===== config.mk =====
export PLATFORM = sky130hd
export DESIGN_NAME = rrs_decim
export DESIGN_NICKNAME = d
export VERILOG_FILES = /design/src/rtl/rrs_pkg.sv /design/src/rtl/rrs_fifo.sv /design/src/rtl/rrs_decim.sv
export SDC_FILE = /design/constraint.sdc
export NUM_CORES = 1
export LEC_CHECK = 0
export ABC_AREA = 1
export ABC_CLOCK_PERIOD_IN_PS = 3000
export BUFFER_PORTS_ARGS = -buffer_cell sky130_fd_sc_hd__buf_2
export CORE_MARGIN = 4
export CORE_UTILIZATION = 30
export CTS_CLUSTER_SIZE = 16
export DETAILED_ROUTE_END_ITERATION = 8
export GPL_TIMING_DRIVEN = 0
export PLACE_DENSITY = 0.55
export SETUP_SLACK_MARGIN = 0.2
export SLEW_MARGIN = 20
export SYNTH_ARGS = -nofsm -noshare
export SYNTH_HDL_FRONTEND = slang
export SYNTH_HIERARCHICAL = 1
export SYNTH_SLANG_ARGS = --single-unit

===== constraint.sdc =====
create_clock -name clk -period 3 [get_ports clk]
set_input_delay 0.45 -clock clk [delete_from_list [all_inputs] [get_ports clk]]
set_output_delay 0.45 -clock clk [all_outputs]
set_load 0.02 [all_outputs]

===== src/rtl/rrs_pkg.sv =====
// rrs_decim shared types and sizing.
// Sample format, FSM states and FIFO geometry.
package rrs_pkg;

  localparam int width_H   = 5;
  localparam int width_W   = 20;
  localparam int R         = 8;
  localparam int log_R     = 3;
  localparam int DEPTH     = 4;
  localparam int log_DEPTH = 2;
  localparam int WARMUP    = 40;

  localparam int SAMPLE_W  = width_H + width_W;
  localparam int WARM_W    = $clog2(WARMUP + 1);
  localparam int PTR_W     = log_DEPTH + 1;

  typedef logic [SAMPLE_W-1:0] sample_t;
  typedef logic [log_R-1:0]    phase_t;
  typedef logic [PTR_W-1:0]    ptr_t;

  typedef enum logic [0:0] {
    WARM = 1'b0,
    RUN  = 1'b1
  } state_t;

endpackage


===== src/rtl/rrs_fifo.sv =====
// First-word-fall-through sample FIFO.
// Head is shown directly; last popped value is held when empty.
module rrs_fifo
  import rrs_pkg::*;
(
  input  logic    clk,
  input  logic    rst,
  input  logic    push,
  input  sample_t din,
  output logic    full,
  input  logic    pop,
  output sample_t dout,
  output logic    empty
);

  sample_t mem_q [DEPTH];
  sample_t mem_d [DEPTH];
  ptr_t    wr_q, wr_d;
  ptr_t    rd_q, rd_d;
  sample_t last_q, last_d;

  logic do_pop;
  logic do_push;
  logic [log_DEPTH-1:0] wr_idx;
  logic [log_DEPTH-1:0] rd_idx;

  // Status, accepted push/pop and next pointer/storage state.
  always_comb begin
    wr_idx  = wr_q[log_DEPTH-1:0];
    rd_idx  = rd_q[log_DEPTH-1:0];
    empty   = (wr_q == rd_q);
    full    = (wr_q[log_DEPTH] != rd_q[log_DEPTH])
           && (wr_idx == rd_idx);
    do_pop  = pop && !empty;
    // A pop on the same edge frees the slot the push needs.
    do_push = push && (!full || do_pop);
    mem_d   = mem_q;
    if (do_push) begin
      mem_d[wr_idx] = din;
    end
    wr_d    = do_push ? wr_q + PTR_W'(1) : wr_q;
    rd_d    = do_pop  ? rd_q + PTR_W'(1) : rd_q;
    last_d  = do_pop  ? mem_q[rd_idx] : last_q;
    dout    = empty   ? last_q : mem_q[rd_idx];
  end

  // Storage and pointer registers.
  always_ff @(posedge clk) begin
    if (rst) begin
      mem_q  <= '{default: '0};
      wr_q   <= '0;
      rd_q   <= '0;
      last_q <= '0;
    end else begin
      mem_q  <= mem_d;
      wr_q   <= wr_d;
      rd_q   <= rd_d;
      last_q <= last_d;
    end
  end

endmodule


===== src/rtl/rrs_decim.sv =====
// Warm-up discard and decimate-by-R stage.
// Kept samples go to a FWFT FIFO; overflow is sticky.
module rrs_decim
  import rrs_pkg::*;
(
  input  logic                          clk,
  input  logic                          rst,
  input  logic                          data_i_en,
  input  logic [width_H+width_W-1:0]    data_i,
  input  logic [log_R-1:0]              phase_i,
  output logic                          data_o_valid,
  input  logic                          data_o_ready,
  output logic [width_H+width_W-1:0]    data_o,
  output logic                          overflow_o
);

  state_t              state_q, state_d;
  logic [WARM_W-1:0]   warm_q, warm_d;
  phase_t              phase_q, phase_d;
  logic                ovf_q, ovf_d;

  logic    keep;
  logic    full;
  logic    empty;
  sample_t dout;

  // Warm-up counting, phase tracking and keep decision.
  always_comb begin
    state_d = state_q;
    warm_d  = warm_q;
    phase_d = phase_q;
    keep    = 1'b0;
    if (data_i_en) begin
      unique case (state_q)
        WARM: begin
          if (warm_q == WARM_W'(WARMUP - 1)) begin
            state_d = RUN;
            phase_d = '0;
          end else begin
            warm_d = warm_q + WARM_W'(1);
          end
        end
        RUN: begin
          keep    = (phase_q == phase_i);
          phase_d = phase_q + log_R'(1);
        end
        default: state_d = WARM;
      endcase
    end
  end

  // Overflow latches when a kept sample meets a full FIFO without a pop.
  always_comb begin
    ovf_d = ovf_q | (keep && full && !data_o_ready);
  end

  // Control registers.
  always_ff @(posedge clk) begin
    if (rst) begin
      state_q <= WARM;
      warm_q  <= '0;
      phase_q <= '0;
      ovf_q   <= 1'b0;
    end else begin
      state_q <= state_d;
      warm_q  <= warm_d;
      phase_q <= phase_d;
      ovf_q   <= ovf_d;
    end
  end

  rrs_fifo u_fifo (
    .clk   (clk),
    .rst   (rst),
    .push  (keep),
    .din   (data_i),
    .full  (full),
    .pop   (data_o_ready),
    .dout  (dout),
    .empty (empty)
  );

  assign data_o_valid = !empty;
  assign data_o       = dout;
  assign overflow_o   = ovf_q;

endmodule


==> results.md <==
- Netlist cell types: 29
- Vias in the first global route: 7260
- Root Buffer Master: clkbuf_16
- Required time of the critical path: around 2600 ps
- Worst Setup Start Kind: flip-flop
- Area occupied by multi-input gates: between 3000 and 4000 sq um
- Per-cell routed wire length: ~16 um
- Starting Density: 0.305
- First-pass GRT wire length: 40700 um
- Initial DRC count: 734
- Area Overhead vs Synth: 17.4%
- Post-synthesis sequential area ratio: 0.370
- Status: finished clean
- Ports: 59
- Final Skew: 11.1 ps
- Clock latency on the worst-skew pair: 430 ps
- Hold_buf cts: 0
- Full die area: 28200 sq um
- Slew HR: 0.503
- Dominant cell type by area after synthesis: dfxtp_1
- Register area: about 2800 sq um
- Syn Inst Count: approximately 1.2k
- CTS tree: built
- Crit end category: output pin
- Drt total wl: 26500 um
- Via count: 7846
- Crit path max fanout: 10
- Initial antenna violation count: 0
- Max-cap violation count: 0
- H-Tree Depth: 4
- Die Y: 168 um
- Post-DP HPWL: 18000 um
- CP max stage delay: approximately 320 ps
- I/O Buffers: between 50 and 60
- Drt pass-1 iters: 5
- Post-synth top cells: 281 x nand2_1, 248 x inv_1, 143 x nor2_1
- Number of cell rows: 58
- WS Path Type: reg -> out
- Pin count of the biggest net entering global routing: 17
- Hold_ws: 270 ps
- Arr. time, crit path: roughly 2300 ps
- Dpl cells: 1618
- Num CTS Buffers: 17
- Ys async rst share: 0
- Final #Nets: around 1.3k
- Unrepaired setup endpoints after global routing: yes
- CTS max path bufs: 2
- Peak VDD IR: 0.301 mV
- Leak: 4.36 nW
- Final ANT Viol Nets: 0
- Tot GR Track Use: 0.186
- CP max-delay cell: dfxtp_1
- Fill cell count: about 2.7k
- DRC viols: 0
- Gpl congestion: approximately 0.83
- CTS sink cnt: approximately 140
- Avg Cell Area, Syn: 6.24 sq um
- Worst-Margin Slew: 746 ps
- Count leader, synth: nand2_1
- Final Core Density: 0.358
- Reg clk slew, reported paths: 60 ps
- PD cells: 469 nW/um^2
- CP delay by family, top: buffers and inverters
- Synth Net Count: 1269
- Post-synth EDFFs: 0
- Most frequent CP cell: nand2_1
- Slew Limit Fails: 0
- Fraction of layout cells with a size suffix above 1: 0.108
- Non-filler cells, final: 1651
- Core footprint: around 25000 sq um
- Ys flop type: dfxtp_1
- Max Freq: 367 MHz
- Total power: 4.22 mW
- Cell chain of the critical path: buf_6 > inv_4 > nand2_1 > nand2_2 > nand3_4 > clkinv_4 > buf_4 > nand2_1 > nand2_1 > buf_2
- Tcrit/Tclk final: 0.908
- Top post-synthesis cells by area: dfxtp_1 37%, nand2_1 14%, inv_1 12%
- Setup TNS: 0 ps
- Yosys warning count: 6
- Final Hold Fails: 0
- Top cell type's share of synthesized area: 0.370
- DR vias/cell: 4.75
- CP bufs+invs: 5
- Final setup viols: 0
- Die width: 168 um
- Min Tclk post-route: 2720 ps
- Antenna cells: 0
- Hold WC Path Type: in -> reg
- Synthesized flop and latch total: 142
- Total gr overflow: 0
- Post-Syn Area: around 7700 sq um
[stage by stage]
stage / worst slack [ps] / instance area, sq um
floorplan: 1090 / 7670
global placement: 199 / 8380
detailed placement: 155 / 8380
CTS: 178 / 9000
global route: 181 / 9010
finish: 276 / 9010
[where the power goes]
part	internal, mW	total [mW]	switching (mW)
Clock	1.31	2.18	0.876
Combinational	0.0432	0.148	0.105
Sequential	1.89	1.89	0.00200
[layer usage]
metal / vias to the layer above / track usage / share of wire
li1: 3968 / - / -
met1: 3562 / 0.244 / 0.45
met2: 271 / 0.298 / 0.45
met3: 45 / 0.0324 / 0.070
met4: 0 / 0.0875 / 0.033
met5: - / 0 / 0
[worst register-to-register path: stages (launching register included)]
cell and delay, ps:
dfxtp_1 380, nand2_2 80, nor3_2 180, and2_2 160
clkbuf_1 270, clkbuf_1 390, buf_1 560, nand4_1 180
nand2_1 140, nor2_1 50
[cell families (layout without fill, tap and decap cells)]
family | after synthesis | in the layout | synth area share
simple gates | 571 | 571 | 0.327
buf+inv | 334 | 425 | 0.171
compound gates | 167 | 167 | 0.109
flops | 142 | 142 | 0.370
xor+xnor | 9 | 9 | 0.0112
fa+ha+maj | 7 | 7 | 0.0114
[flip-flops by register name (all words and copies together), names as in the netlist]
signal,flops
u_fifo/last_q,25
u_fifo/rd_q,3
u_fifo/wr_q,3
warm_q,6
overflow_o,1
state_q,1
phase_q,3
u_fifo/mem_q,100
[cell usage in the layout (no fill, tap or decap), types with 13 or more instances in the layout]
cell	synthesis	routed
a21oi_1	86	86
buf_1	13	13
buf_2	25	81
clkbuf_1	42	35
clkbuf_16	0	17
dfxtp_1	142	142
inv_1	248	248
nand2_1	281	281
nand3_1	34	34
nand4_1	101	101
nor2_1	143	143
o21ai_0	79	79
[repair_timing]
item	CTS	global route
endpoints found under the setup margin	25	14
pin swaps	0	1
resized for setup	11	6
buffers inserted	0	1
[area by class of cell]
class,instances,share of cell area
Clock inverter,14,0.0189
Buffer,83,0.0428
Multi-Input combinational cell,754,0.391
Inverter,251,0.105
Clock buffer,18,0.0476
Sequential cell,142,0.316
Timing Repair Buffer,59,0.0331
Tap cell,330,0.0458
[path summary, 6_finish.rpt]
| kind | start | end | cells past startpoint | slack, ps |
|---|---|---|---|---|
| min reg2reg | overflow_o$_SDFF_PP0_ | overflow_o$_SDFF_PP0_ | 2 | 460 |
| max | u_fifo/rd_q[1]$_SDFFE_PP0P_ | data_o[21] | 10 | 280 |
| min | rst | u_fifo/rd_q[2]$_SDFFE_PP0P_ | 2 | 270 |
| max reg2reg | state_q$_SDFFE_PP0P_ | u_fifo/mem_q[48]$_SDFFE_PP0P_ | 9 | 520 |
Power figures use the tool's default switching activity.
